$ cat src/rtl/tm_master_reply_reorder.sv
// tm_master_reply_reorder: restores issue order for replies coming back on
// several return VCs. Each issued request records its return VC in an order
// log. Replies are parked in per-VC FIFOs. The registered output stage only
// pulls from the VC named at the log head, so the output follows issue order.

// Per-VC reply FIFO. The caller never pushes while full and never pops while empty.
module tm_mrr_vc_buf #(
   parameter int WIDTH_DATA = 36,
   parameter int DEPTH      = 4
) (
   input  logic                  clk,
   input  logic                  rst,
   input  logic                  push_i,
   input  logic [WIDTH_DATA-1:0] data_i,
   input  logic                  pop_i,
   output logic [WIDTH_DATA-1:0] data_o,
   output logic                  full_o,
   output logic                  empty_o
);
   localparam int AW = $clog2(DEPTH);
   localparam int CW = AW + 1;
   localparam logic [CW-1:0] FULL_C = CW'(DEPTH);

   logic [WIDTH_DATA-1:0] mem_q [DEPTH];
   logic [AW-1:0]         wr_q, rd_q;
   logic [CW-1:0]         cnt_q;

   assign data_o  = mem_q[rd_q];
   assign full_o  = (cnt_q == FULL_C);
   assign empty_o = (cnt_q == '0);

   // Storage needs no reset; pointers and count decide what is valid.
   always_ff @(posedge clk) begin
      if (push_i) mem_q[wr_q] <= data_i;
   end

   // Pointer and occupancy bookkeeping.
   always_ff @(posedge clk or negedge rst) begin
      if (!rst) begin
         wr_q  <= '0;
         rd_q  <= '0;
         cnt_q <= '0;
      end else begin
         if (push_i) wr_q <= wr_q + AW'(1);
         if (pop_i)  rd_q <= rd_q + AW'(1);
         case ({push_i, pop_i})
            2'b10:   cnt_q <= cnt_q + CW'(1);
            2'b01:   cnt_q <= cnt_q - CW'(1);
            default: cnt_q <= cnt_q;
         endcase
      end
   end
endmodule

module tm_master_reply_reorder #(
   parameter  int WIDTH_DATA       = 36,
   parameter  int VC_ADDRESS_WIDTH = 2,
   parameter  int ORDER_DEPTH      = 32,
   parameter  int VC_BUF_DEPTH     = 4,
   localparam int NUM_VC           = 2**VC_ADDRESS_WIDTH,
   localparam int CNT_W            = $clog2(ORDER_DEPTH) + 1
) (
   input  logic                         clk,
   input  logic                         rst,
   input  logic                         issue_valid,
   input  logic [VC_ADDRESS_WIDTH-1:0]  issue_ret_vc,
   output logic                         issue_ready,
   input  logic [NUM_VC-1:0]            rx_valid,
   input  logic [NUM_VC*WIDTH_DATA-1:0] rx_data,
   output logic [NUM_VC-1:0]            rx_ready,
   output logic                         out_valid,
   output logic [WIDTH_DATA-1:0]        out_data,
   output logic [VC_ADDRESS_WIDTH-1:0]  out_ret_vc,
   input  logic                         out_ready,
   output logic [CNT_W-1:0]             outstanding,
   output logic                         err_unexpected
);
   localparam int LAW = $clog2(ORDER_DEPTH);
   localparam logic [CNT_W-1:0] OD_C = CNT_W'(ORDER_DEPTH);

   logic [VC_ADDRESS_WIDTH-1:0] log_mem_q [ORDER_DEPTH];
   logic [LAW-1:0]              log_wr_q, log_rd_q;
   logic [CNT_W-1:0]            log_cnt_q;
   logic [NUM_VC-1:0][CNT_W-1:0] pend_q;

   logic [NUM_VC-1:0][WIDTH_DATA-1:0] buf_data;
   logic [NUM_VC-1:0] buf_full, buf_empty, acc, drop, pop;
   logic [VC_ADDRESS_WIDTH-1:0] head_vc;
   logic push_iss, load;

   logic                        out_valid_q;
   logic [WIDTH_DATA-1:0]       out_data_q;
   logic [VC_ADDRESS_WIDTH-1:0] out_vc_q;
   logic                        err_q;

   assign issue_ready    = (log_cnt_q < OD_C);
   assign push_iss       = issue_valid & issue_ready;
   assign head_vc        = log_mem_q[log_rd_q];
   // Load only when the head VC's reply is already parked; no bypass from rx.
   assign load           = (~out_valid_q | out_ready) & (log_cnt_q != '0) & ~buf_empty[head_vc];
   assign rx_ready       = ~buf_full;
   assign outstanding    = log_cnt_q;
   assign out_valid      = out_valid_q;
   assign out_data       = out_data_q;
   assign out_ret_vc     = out_vc_q;
   assign err_unexpected = err_q;

   for (genvar g = 0; g < NUM_VC; g++) begin : g_vc
      // A reply is only kept if its VC still owes one; otherwise it is dropped.
      assign acc[g]  = rx_valid[g] & ~buf_full[g] & (pend_q[g] != '0);
      assign drop[g] = rx_valid[g] & ~buf_full[g] & (pend_q[g] == '0);
      assign pop[g]  = load & (head_vc == VC_ADDRESS_WIDTH'(g));

      tm_mrr_vc_buf #(.WIDTH_DATA(WIDTH_DATA), .DEPTH(VC_BUF_DEPTH)) u_buf (
         .clk    (clk),
         .rst    (rst),
         .push_i (acc[g]),
         .data_i (rx_data[g*WIDTH_DATA +: WIDTH_DATA]),
         .pop_i  (pop[g]),
         .data_o (buf_data[g]),
         .full_o (buf_full[g]),
         .empty_o(buf_empty[g])
      );
   end

   // Order log storage: return VC of each accepted issue.
   always_ff @(posedge clk) begin
      if (push_iss) log_mem_q[log_wr_q] <= issue_ret_vc;
   end

   // Order log pointers; the count drops on output load, not on consumption.
   always_ff @(posedge clk or negedge rst) begin
      if (!rst) begin
         log_wr_q  <= '0;
         log_rd_q  <= '0;
         log_cnt_q <= '0;
      end else begin
         if (push_iss) log_wr_q <= log_wr_q + LAW'(1);
         if (load)     log_rd_q <= log_rd_q + LAW'(1);
         case ({push_iss, load})
            2'b10:   log_cnt_q <= log_cnt_q + CNT_W'(1);
            2'b01:   log_cnt_q <= log_cnt_q - CNT_W'(1);
            default: log_cnt_q <= log_cnt_q;
         endcase
      end
   end

   // Per-VC replies still owed: issues pushed minus replies accepted.
   always_ff @(posedge clk or negedge rst) begin
      if (!rst) begin
         pend_q <= '0;
      end else begin
         for (int i = 0; i < NUM_VC; i++) begin
            case ({push_iss && (issue_ret_vc == VC_ADDRESS_WIDTH'(i)), acc[i]})
               2'b10:   pend_q[i] <= pend_q[i] + CNT_W'(1);
               2'b01:   pend_q[i] <= pend_q[i] - CNT_W'(1);
               default: pend_q[i] <= pend_q[i];
            endcase
         end
      end
   end

   // Registered output stage; holds while the consumer stalls.
   always_ff @(posedge clk or negedge rst) begin
      if (!rst) begin
         out_valid_q <= 1'b0;
         out_data_q  <= '0;
         out_vc_q    <= '0;
      end else if (load) begin
         out_valid_q <= 1'b1;
         out_data_q  <= buf_data[head_vc];
         out_vc_q    <= head_vc;
      end else if (out_ready) begin
         out_valid_q <= 1'b0;
      end
   end

   // Sticky flag for replies nobody asked for.
   always_ff @(posedge clk or negedge rst) begin
      if (!rst) err_q <= 1'b0;
      else if (|drop) err_q <= 1'b1;
   end
endmodule

$ cat config.mk
export PLATFORM = sky130hd
export DESIGN_NAME = tm_master_reply_reorder
export DESIGN_NICKNAME = d
export VERILOG_FILES = /design/src/rtl/tm_master_reply_reorder.sv
export SDC_FILE = /design/constraint.sdc
export NUM_CORES = 1
export LEC_CHECK = 0
export ABC_AREA = 1
export ABC_CLOCK_PERIOD_IN_PS = 4750
export BUFFER_PORTS_ARGS = -buffer_cell sky130_fd_sc_hd__buf_2
export CAP_MARGIN = 0
export CORE_ASPECT_RATIO = 0.9
export CORE_MARGIN = 1
export CORE_UTILIZATION = 30
export DETAILED_ROUTE_END_ITERATION = 6
export PLACE_DENSITY = 0.5
export SLEW_MARGIN = 10
export SYNTH_ARGS = -nofsm -noshare
export SYNTH_HDL_FRONTEND = slang
export SYNTH_SLANG_ARGS = --single-unit
$ cat constraint.sdc
create_clock -name clk -period 4.75 [get_ports clk]
set_clock_uncertainty 0.05 [all_clocks]
set_input_delay 0.7125 -clock clk [delete_from_list [all_inputs] [get_ports clk]]
set_output_delay 0.7125 -clock clk [all_outputs]
set_load 0.01 [all_outputs]
After elaboration in Yosys (flattened, before gate mapping)

Memory sizes are Yosys's and may differ from the RTL's.
Cells that the tools add are included.

$add $sub $neg: 28
$lt $le $gt $ge: 2
Equal/unequal tests: 28
Multiplexer cells: 25
Bitwise gates (word level): 27
Reduce and logical (&&, ||, !) cells: 30

Operator list:

| operator            | count |
|---|---|
| $bmux 36 s2         | 1 |
| $pmux 6 s2          | 5 |
| $mux 36             | 1 |
| $add 6x1->6 const B | 5 |
| $reduce_bool 6->1   | 5 |
| $sub 6x1->6 const B | 5 |
| $eq 2x2->1 const B  | 13 |
| $logic_not 6->1     | 4 |
| $pmux 3 s2          | 4 |
| $eq 2x1->1 const B  | 11 |
| $reduce_bool 2->1   | 10 |
| $and 1x1->1         | 19 |
| $add 2x1->2 const B | 8 |
| $mux 1              | 13 |
| $add 3x1->3 const B | 4 |
| $eq 3x3->1 const B  | 4 |
| $logic_not 3->1     | 4 |
| $sub 3x1->3 const B | 4 |
| $add 5x1->5 const B | 2 |
| $lt 6x6->1 const B  | 1 |
| $not 1->1           | 6 |
| $logic_and 1x1->1   | 4 |
| $logic_not 2->1     | 2 |
| $not 4->4           | 1 |
| other kinds (4)     | 4 |

Register bits: 108
Bits in writable memories: 640
Input port bits: 154
Output and inout port bits: 51
Logic and storage cells: 168
Memories: 5

Memories:

| name                | words | bits a word | rd ports | clocked after memory_dff | wr ports | line | RTL |
|---|---|---|---|---|---|---|---|
| g_vc[0].u_buf.mem_q | 4     | 36          | 1        | 0                        | 1        | 24   | `logic [WIDTH_DATA-1:0] mem_q [DEPTH];` |
| g_vc[1].u_buf.mem_q | 4     | 36          | 1        | 0                        | 1        | 24   |  |
| g_vc[2].u_buf.mem_q | 4     | 36          | 1        | 0                        | 1        | 24   |  |
| g_vc[3].u_buf.mem_q | 4     | 36          | 1        | 0                        | 1        | 24   |  |
| log_mem_q           | 32    | 2           | 1        | 0                        | 1        | 81   | `logic [VC_ADDRESS_WIDTH-1:0] log_mem_q [ORDER_DEPTH];` |

Logic depth before layout (Yosys ltp)

Gate-level depths: netlist of run 1.

Depth after elaboration: 8
Mapped depth: 30
Mapped depth without buffers: 26

Modules after synthesis

Synthesis of run 1 repeated with hierarchy kept, for this count alone.

Cells, all modules: 3055
Area total of the unflattened synthesis: 33428.3 sq um

Modules (own cells, without submodules):

| module                  | times used | cells each | area an instance (sq um) | sequential area each (sq um) |
|---|---|---|---|---|
| tm_mrr_vc_buf           | 4          | 468        | 6159.7                   | 4499.3 |
| tm_master_reply_reorder | 1          | 1183       | 8789.7                   | 3923.8 |

Worst setup path before layout of run 1

OpenSTA, ideal clock, no wires.

Path kind: register to register
Start: reg log_rd_q[0]
End: reg log_cnt_q[5] (netlist: outstanding[5])
Setup time: 0.128 ns
Arrival: 3.175 ns
Required time: 4.572 ns
Slack: 1.397 ns
Cell stages (with the launch flop): 29
Buffers on the path: 5
Period minus slack after synthesis: 3.353 ns
Cells stage by stage: dfrtp_1 -> buf_4 -> inv_2 -> buf_6 -> buf_6 -> nor2_1 -> o211ai_1 -> nand3_1 -> nand2_1 -> nand2_2 -> inv_2 -> nand2_2 -> nand2_1 -> nor2_2 -> buf_4 -> buf_6 -> ha_1 -> ha_1 -> nand2_1 -> nand2_1 -> a31oi_1 -> nor2_1 -> nor2_1 -> nor2_1 -> nor2_1 -> nand2_1 -> nand2_1 -> nor2_1 -> xor2_1

Cells in the longest elaborated chain, start to end: 7
Elaborated cells on any way between the ends: 9
Classes of those cells: eq/ne: 2; mux: 3; bitwise: 2; reduce/logical: 1; memory: 1

Ends and longest elaborated chain:

| what                                            | line | RTL |
|---|---|---|
| start, declared                                 | 82   | `logic [LAW-1:0] log_wr_q, log_rd_q;` |
| start signal, assigned                          | 139  | `if (load) log_rd_q <= log_rd_q + LAW'(1);` |
| $mem_v2 32x2 *                                  | n/a  |  |
| $bmux 1 s2 *                                    | 100  | `assign load = (~out_valid_q \| out_ready) & (log_cnt_q != '0) & ~buf_empty[head_vc];` |
| $mux 1 (not written as such) *                  | 100  |  |
| $not 1->1 *                                     | 100  |  |
| $and 1x1->1 *                                   | 100  |  |
| named net load                                  | 89   | `logic push_iss, load;` |
| $eq 2x1->1 or $eq 2x2->1 (tied branches)        | 140  | `case ({push_iss, load})` |
| $pmux 6 s2 or $reduce_bool 2->1 (tied branches) | n/a  |  |
| end signal, assigned                            | 141  | `2'b10: log_cnt_q <= log_cnt_q + CNT_W'(1);` |
| end signal, assigned                            | 142  | `2'b01: log_cnt_q <= log_cnt_q - CNT_W'(1);` |
| end signal, assigned                            | 143  | `default: log_cnt_q <= log_cnt_q;` |
| end, declared                                   | 83   | `logic [CNT_W-1:0] log_cnt_q;` |

Mark *: on every way through the listed nets, which the timed path passes. The rest lies on a longest branch. The select of a mux whose other input is x is not followed.
A chain may end at the register's enable or synchronous reset.

Final worst setup path of run 1

Start: reg log_rd_q[1]
End: reg log_cnt_q[5] (netlist: outstanding[5])

Cells in the longest elaborated chain, start to end: 7
Elaborated cells on any way between the ends: 9
Classes of those cells: eq/ne: 2; mux: 3; bitwise: 2; reduce/logical: 1; memory: 1

Ends and longest elaborated chain:

| what                                            | line |
|---|---|
| $mem_v2 32x2 *                                  | n/a |
| $bmux 1 s2 *                                    | 100 |
| $mux 1 (not written as such) *                  | 100 |
| $not 1->1 *                                     | 100 |
| $and 1x1->1 *                                   | 100 |
| $eq 2x1->1 or $eq 2x2->1 (tied branches)        | 140 |
| $pmux 6 s2 or $reduce_bool 2->1 (tied branches) | n/a |

Mark *: on every way between the ends. The rest lies on a longest branch, timed or not. The select of a mux whose other input is x is not followed.

==> results of run 1 <==
## metal layers
layer	wire [microns]	track usage, %	part of all wire (%)	up-vias
li1	-	-	-	9656
met1	40200	23.2	47	9762
met2	37800	24.4	44	415
met3	5240	3.80	6.1	154
met4	2920	5.91	3.4	28
met5	184	0	0.21	-
## layout by cell type, fill, tap and decap left out, types with 2 or more instances in the layout
master | synthesis | final
edfxtp_1 | 640 | 640
nand2_1 | 526 | 526
nor2_1 | 330 | 314
o21ai_0 | 305 | 305
buf_2 | 20 | 203
inv_1 | 142 | 142
o22ai_1 | 112 | 112
dfrtp_1 | 108 | 104
nand3_1 | 87 | 87
clkbuf_16 | 0 | 85
a21oi_1 | 59 | 59
ha_1 | 50 | 50
buf_4 | 7 | 50
a32o_1 | 36 | 36
clkbuf_1 | 94 | 26
nor2_4 | 0 | 17
xor2_1 | 17 | 17
xnor2_1 | 16 | 16
diode_2 | 0 | 14
clkinv_1 | 0 | 12
nand4_1 | 10 | 10
clkbuf_8 | 0 | 10
fa_1 | 9 | 9
clkinv_2 | 0 | 9
nor3_1 | 8 | 8
inv_2 | 7 | 7
a31oi_1 | 5 | 5
bufinv_16 | 0 | 5
o21ai_1 | 4 | 4
dfrtp_2 | 0 | 4
o211ai_1 | 3 | 3
nand2_2 | 3 | 3
clkinv_8 | 0 | 3
inv_6 | 0 | 2
## layout make-up
cell class / count / area, sq um / share of cell area (%)
Sequential cell: 748 / 21900 / 60.3
Multi-Input combinational cell: 1585 / 7980 / 22.0
Clock buffer: 121 / 2360 / 6.50
Tap cell: 1356 / 1700 / 4.67
Timing Repair Buffer: 254 / 1410 / 3.88
Inverter: 149 / 559 / 1.54
Clock inverter: 35 / 375 / 1.03
Antenna cell: 14 / 35.0 / 0.0964
## power groups by stage
stage	Clock, mW	Sequential [mW]	Combinational, mW
3_5_place_dp	0	9.50	10.7
3_3_place_gp	0	9.50	10.6
4_1_cts	6.54	9.38	10.7
6_report	6.38	9.37	10.6
5_1_grt	6.78	9.52	11.8
2_1_floorplan	0	9.48	6.65
## worst max path at each step
stage | from | endpoint | slack, ns | depth (start not counted)
6_report | log_rd_q[1]$_DFFE_PN0P_ | outstanding[5]$_DFFE_PN0P_ | 0.92 | 25
4_1_cts | log_rd_q[1]$_DFFE_PN0P_ | g_vc[2].u_buf.cnt_q[2]$_DFFE_PN0P_ | 0.91 | 17
3_3_place_gp | log_rd_q[1]$_DFFE_PN0P_ | outstanding[5]$_DFFE_PN0P_ | 0.99 | 25
5_1_grt | log_rd_q[1]$_DFFE_PN0P_ | outstanding[5]$_DFFE_PN0P_ | 0.41 | 25
3_5_place_dp | log_rd_q[1]$_DFFE_PN0P_ | g_vc[2].u_buf.cnt_q[2]$_DFFE_PN0P_ | 0.94 | 17
2_1_floorplan | log_rd_q[0]$_DFFE_PN0P_ | outstanding[5]$_DFFE_PN0P_ | 1.40 | 28
## through the flow
stage          setup slack [ns]  power, mW  util [%]  std cells
2_1_floorplan              1.40       16.1         -       2616
3_3_place_gp              0.993       20.1      32.9       4092
3_5_place_dp              0.941       20.2      32.9       4092
4_1_cts                   0.910       26.6      35.6       4248
5_1_grt                   0.414       28.1      35.6       4254
6_report                  0.919       26.4      35.7       4262
## flip-flops by register name, indices dropped and copies added, names as in the netlist
signal and flops:
log_rd_q 5, log_mem_q 64, err_unexpected 1, log_wr_q 5, outstanding 6, out_valid 1
g_vc.u_buf.mem_q 576, out_data 36, out_ret_vc 2, g_vc.u_buf.wr_q 8, g_vc.u_buf.rd_q 8, g_vc.u_buf.cnt_q 12
pend_q 24
## cells by family (layout without fill, tap and decap cells)
kind of cell             after synthesis  count (layout)  synth area share (%)
AND/OR/NAND/NOR                      968             968                  12.3
flip-flops                           748             748                  70.9
AO/OA/AOI/OAI                        525             525                  9.59
buffers and inverters                283             559                  3.72
adder cells (fa/ha/maj)               59              59                  2.61
XOR/XNOR                              33              33                 0.934
other                                  0              14                     0
==> out/qor.csv, run 1 <==
stage,metric,value,unit
clock_tree,clk_path_buf_depth,3,
worst_setup_path,r2r_start,log_rd_q[1]$_DFFE_PN0P_,
cells_and_area,layout.nets,3035,
clock_tree,htreeDepth,3,
route,avgRoutedWirePerCell,20.3,microns
clock_tree,post-cts-setup-buffers,0,
clock_tree,cts_root_buffer,clkbuf_16,
floorplan,ioPinCount,205,
synth,synthesis.instances,2616,
sta,finalHoldViolations,0,
synth,ys_top_cells_by_count,"edfxtp_1 (640), nand2_1 (526), nor2_1 (330), o21ai_0 (305), inv_1 (142)",
synth,yosysSeqAreaShare,70.9,%
worst_setup_path,crit_fanout,21,
clock_tree,cts_sinks,748,
synth,yosys-top-cells-area,"edfxtp_1 (62%), dfrtp_1 (8.7%), nand2_1 (6.4%), o21ai_0 (4.9%), nor2_1 (4.0%)",
pwr,clkPwrFrac,24.2,%
floorplan,rows,111,
global_route,antenna_found_initial,34,
sta,period_share,80.7,%
sta,timing.fmax,261,MHz
cells_and_area,final.fill_count,10100,
pwr,p_per_area,725,mW/mm^2
placement,dp_hpwl,57800,microns
global_route,grt_overflow_total,0,
pwr,intPower,15.5,mW
synth,synth_cell_types,30,
placement,io_buffer_count,204,
route,drcViolationCount,0,
clock_tree,clkTransAtPathRegs,0.06,ns
floorplan,core_area,0.102,sq mm
pwr,seqPwrFrac,35.5,%
cells_and_area,area_growth,17.5,%
worst_setup_path,crit_required,5.23,ns
route,ant_nets,0,
synth,ys_ff_latch,748,
global_route,grt_pass1_wl,127000,microns
cells_and_area,design_area,0.0363,sq mm
job,maxCapViolCount,0,
pwr,net-switching-power,10.9,mW
synth,yosysMostFrequentCell,edfxtp_1,
placement,place_congestion,0.881,
synth,synth_top_area_cell,edfxtp_1,
synth,dominantRegCellSynth,edfxtp_1,
global_route,grt_max_degree,75,
synth,yosys_warnings,0,
worst_setup_path,critPathKind,reg -> reg,
worst_setup_path,end_kind,flop,
route,routed_via_density,4.70,
synth,synth.net_count,2829,
floorplan,die_h,307,microns
synth,synthArstFlopShare,14.4,%
sta,tightest_slew,1.13,ns
worst_setup_path,crit_top_cell,nand2_1,
synth,avgSynthCellArea,11.8,sq um
cells_and_area,drive_gt1_share,14.0,%
clock_tree,cts_made_buffers,84,
worst_setup_path,r2r_slack,0.92,ns
pwr,comb_power_share,40.3,%
pwr,leakage,13.6,nW
placement,postPlaceCellArea,0.0336,sq mm
route,wl,86300,microns
worst_setup_path,cp_top_family,simple AND/OR/NAND/NOR gates,
synth,synth_edf_count,640,
worst_setup_path,start_kind,flop,
worst_setup_path,worstPathArrival,4.31,ns
floorplan,die_w,340,microns
sta,slew_headroom,24.5,%
status,outcome,"complete, no violations",
worst_setup_path,timing.rr.end,outstanding[5]$_DFFE_PN0P_,
global_route,grt_util_all_layers,16.4,%
route,dr.pass1.iters,5,
min_path,hp-class,in -> async,
route,drt-initial-drc-count,1743,
sta,setup_viol,0,
synth,synth_area,0.0309,sq mm
floorplan,initial_core_util,30.3,%
sta,rsz0062_at_grt,no,
worst_setup_path,r2r_cells,25,
clock_tree,clk_latency,0.65,ns
clock_tree,tritoncts,yes,
floorplan,die_area,0.104,sq mm
sta,maxSlewViolCount,0,
pwr,ir_worst_vdd,0.593,mV
global_route,grt_pass1_vias,19100,
clock_tree,hold_buffers,0,
sta,period_needed,3.83,ns
route,num_vias,20000,
synth,netlist.area_leader.share,62.1,%
clock_tree,cts_resized,0,
sta,tns,0,ns
worst_setup_path,path_buf_inv,2,
sta,holdWs,0.0846,ns
pwr,swShare,41.3,%
worst_setup_path,slowest_delay,0.37,ns
worst_setup_path,crit_slowest_cell,inv_1,
Power figures use the tool's default switching activity.
==> run 2: changes to the inputs <==
Settings changed: ABC_CLOCK_PERIOD_IN_PS 4750 to 3300, PLACE_DENSITY 0.5 to 0.52.
Clock period 4.75 ns to 3.3 ns, I/O delays scaled along.
==> run 2 against run 1 <==
  * Critical path depth rose by 2
  * Sequential power is 44% higher
  * Utilization up 1.4 points
  * Global-route usage decreased by 0.095 points
  * Worst hold slack lost 0.050 ns
  * Clock power rose by 34%
  * Non-clock buffer count grew 142
  * Critical path type unchanged
  * Die area did not move
  * Critical endpoint unchanged
  * Routed wire length shrank 0.29%
==> out/qor.csv, run 2 (synthesis gave the netlist of run 1 again) <==
stage,metric,value,unit,change
sta,tightest_slew,0.866,ns,was 1.13 ns
pwr,p_per_area,1020,mW/mm^2,was 725 mW/mm^2
global_route,grt_max_degree,75,,unchanged
clock_tree,htreeDepth,3,,unchanged
route,drcViolationCount,0,,unchanged
route,routed_via_density,4.72,,was 4.70
sta,slew_headroom,42.2,%,was 24.5%
cells_and_area,design_area,0.0378,sq mm,was 0.0363 sq mm
sta,maxSlewViolCount,0,,unchanged
min_path,hp-class,in -> reg,,was in -> async
cells_and_area,final_cell_mix,"edfxtp_1 (640), nand2_1 (519), nor2_1 (313)",,"was edfxtp_1 (640), nand2_1 (526), nor2_1 (314)"
sta,holdWs,0.0343,ns,was 0.0846 ns
sta,period_needed,3.26,ns,was 3.83 ns
cells_and_area,layout.nets,3173,,was 3035
global_route,grt_pass1_vias,19700,,was 19100
clock_tree,clkTransAtPathRegs,0.06,ns,about the same
route,avgRoutedWirePerCell,19.6,microns,was 20.3 microns
route,num_vias,20700,,was 20000
global_route,antenna_found_initial,16,,was 34
clock_tree,clk_path_buf_depth,3,,unchanged
floorplan,initial_core_util,30.3,%,unchanged
sta,rsz0062_at_grt,yes,,was no
floorplan,ioPinCount,205,,unchanged
cells_and_area,utilization,37.1,%,was 35.7%
cells_and_area,drive_gt1_share,15.6,%,was 14.0%
sta,final.setup.worst_slack,0.0421,ns,was 0.919 ns
sta,period_share,98.7,%,was 80.7%
status,outcome,"complete, no violations",,unchanged
placement,io_buffer_count,204,,unchanged
sta,timing.fmax,307,MHz,was 261 MHz
worst_setup_path,crit_top_cell,nand2_2,,was nand2_1
worst_setup_path,slowest_delay,0.45,ns,was 0.37 ns
sta,finalHoldViolations,0,,unchanged
pwr,leakage,14.3,nW,was 13.6 nW
route,wl,86100,microns,was 86300 microns
floorplan,die_w,340,microns,unchanged
worst_setup_path,r2r_start,log_rd_q[0]$_DFFE_PN0P_,,was log_rd_q[1]$_DFFE_PN0P_
worst_setup_path,cp-startpoint,log_rd_q[0]$_DFFE_PN0P_,,was log_rd_q[1]$_DFFE_PN0P_
job,maxCapViolCount,0,,unchanged
clock_tree,cts_sinks,748,,unchanged
floorplan,rows,111,,unchanged
min_path,hp-start,out_ready,,
worst_setup_path,crit_slowest_cell,dfrtp_2,,was inv_1
floorplan,die_h,307,microns,unchanged
cells_and_area,layout_commonest_cell,edfxtp_1,,unchanged
global_route,grt_util_all_layers,16.3,%,was 16.4%
cells_and_area,area_growth,22.3,%,was 17.5%
worst_setup_path,worstPathArrival,3.75,ns,was 4.31 ns
placement,place_inst,4133,,was 4092
worst_setup_path,crit_fanout,8,,was 21
route,ant_nets,0,,unchanged
placement,place_congestion,0.846,,was 0.881
worst_setup_path,critPathKind,reg -> reg,,unchanged
worst_setup_path,crit_required,3.79,ns,was 5.23 ns
cells_and_area,largest_reg_flops,576,,unchanged
route,dr.pass1.iters,5,,unchanged
global_route,grt_pass1_wl,127000,microns,about the same
worst_setup_path,start_kind,flop,,unchanged
clock_tree,tritoncts,yes,,unchanged
clock_tree,cts_made_buffers,80,,was 84
sta,setup_viol,0,,unchanged
placement,dp_slack,-0.0168,ns,was 0.941 ns
floorplan,core_area,0.102,sq mm,unchanged
pwr,totalPowerFinal,38.5,mW,was 26.4 mW
global_route,grt_overflow_total,0,,unchanged
cells_and_area,stdcell_count,4389,,was 4262
clock_tree,clk_latency,0.65,ns,about the same
route,drt-initial-drc-count,1661,,was 1743
sta,tns,0,ns,unchanged
placement,dp_hpwl,56600,microns,was 57800 microns
floorplan,die_area,0.104,sq mm,unchanged
placement,postPlaceCellArea,0.0342,sq mm,was 0.0336 sq mm
cells_and_area,regMostFlops,g_vc.u_buf.mem_q,,unchanged
worst_setup_path,end_kind,flop,,unchanged
clock_tree,cts_root_buffer,clkbuf_16,,unchanged
pwr,ir_worst_vdd,0.688,mV,was 0.593 mV
## run 2: cell type report
cell class / instances / area (sq um)
antenna: 7 / 17.5
clock buffer: 113 / 2240
clock inverter: 35 / 270
fill: 9959 / 64100
inverter: 149 / 562
multi-input combinational: 1585 / 8090
sequential: 748 / 21900
tap: 1356 / 1700
timing repair buffer: 396 / 3030
## run 2: path summary, 6_finish.rpt
check | endpoint | slack, ns | cells past startpoint
setup / recovery | outstanding[5]$_DFFE_PN0P_ | 0.04 | 27
hold / removal | out_valid$_DFFE_PN0P_ | 0.03 | 2
setup reg to reg | outstanding[5]$_DFFE_PN0P_ | 0.04 | 27
hold reg to reg | pend_q[5]$_DFFE_PN0P_ | 0.42 | 1
max in group asynchronous | log_rd_q[0]$_DFFE_PN0P_ | 1.89 | 3
min in group asynchronous | out_data[24]$_DFFE_PN0P_ | 0.34 | 2
## run 2: timing repair
action,in CTS,in global routing
endpoints found under the setup margin,1,7
pin swaps,0,15
gates resized for setup,1,36
hold endpoints to repair,410,0
hold buffers,94,0
buffers inserted,0,7
## run 2: report_power, final
part / internal, mW / leakage [nW] / switching (mW)
combinational: 5.16 / 5.88 / 11.2
sequential: 12.7 / 7.15 / 0.874
clock: 4.78 / 1.23 / 3.75
## run 2: critical path: cells and delay by family, from the launching register on
family / cells / cell delay, ns
flip-flops: 1 / 0.45
buffers and inverters: 4 / 0.46
AO/OA/AOI/OAI: 2 / 0.23
AND/OR/NAND/NOR: 18 / 1.43
adder cells (fa/ha/maj): 2 / 0.41
XOR/XNOR: 1 / 0.13
## run 2: routing by layer
layer,share of wire [%],wire (microns),vias to the layer above,track usage [%]
met5,0.099,85,-,0
met4,3.7,3180,14,6.59
met3,4.9,4230,138,2.68
met2,46,39700,488,25.6
met1,45,38900,10200,22.4
li1,-,-,9895,-
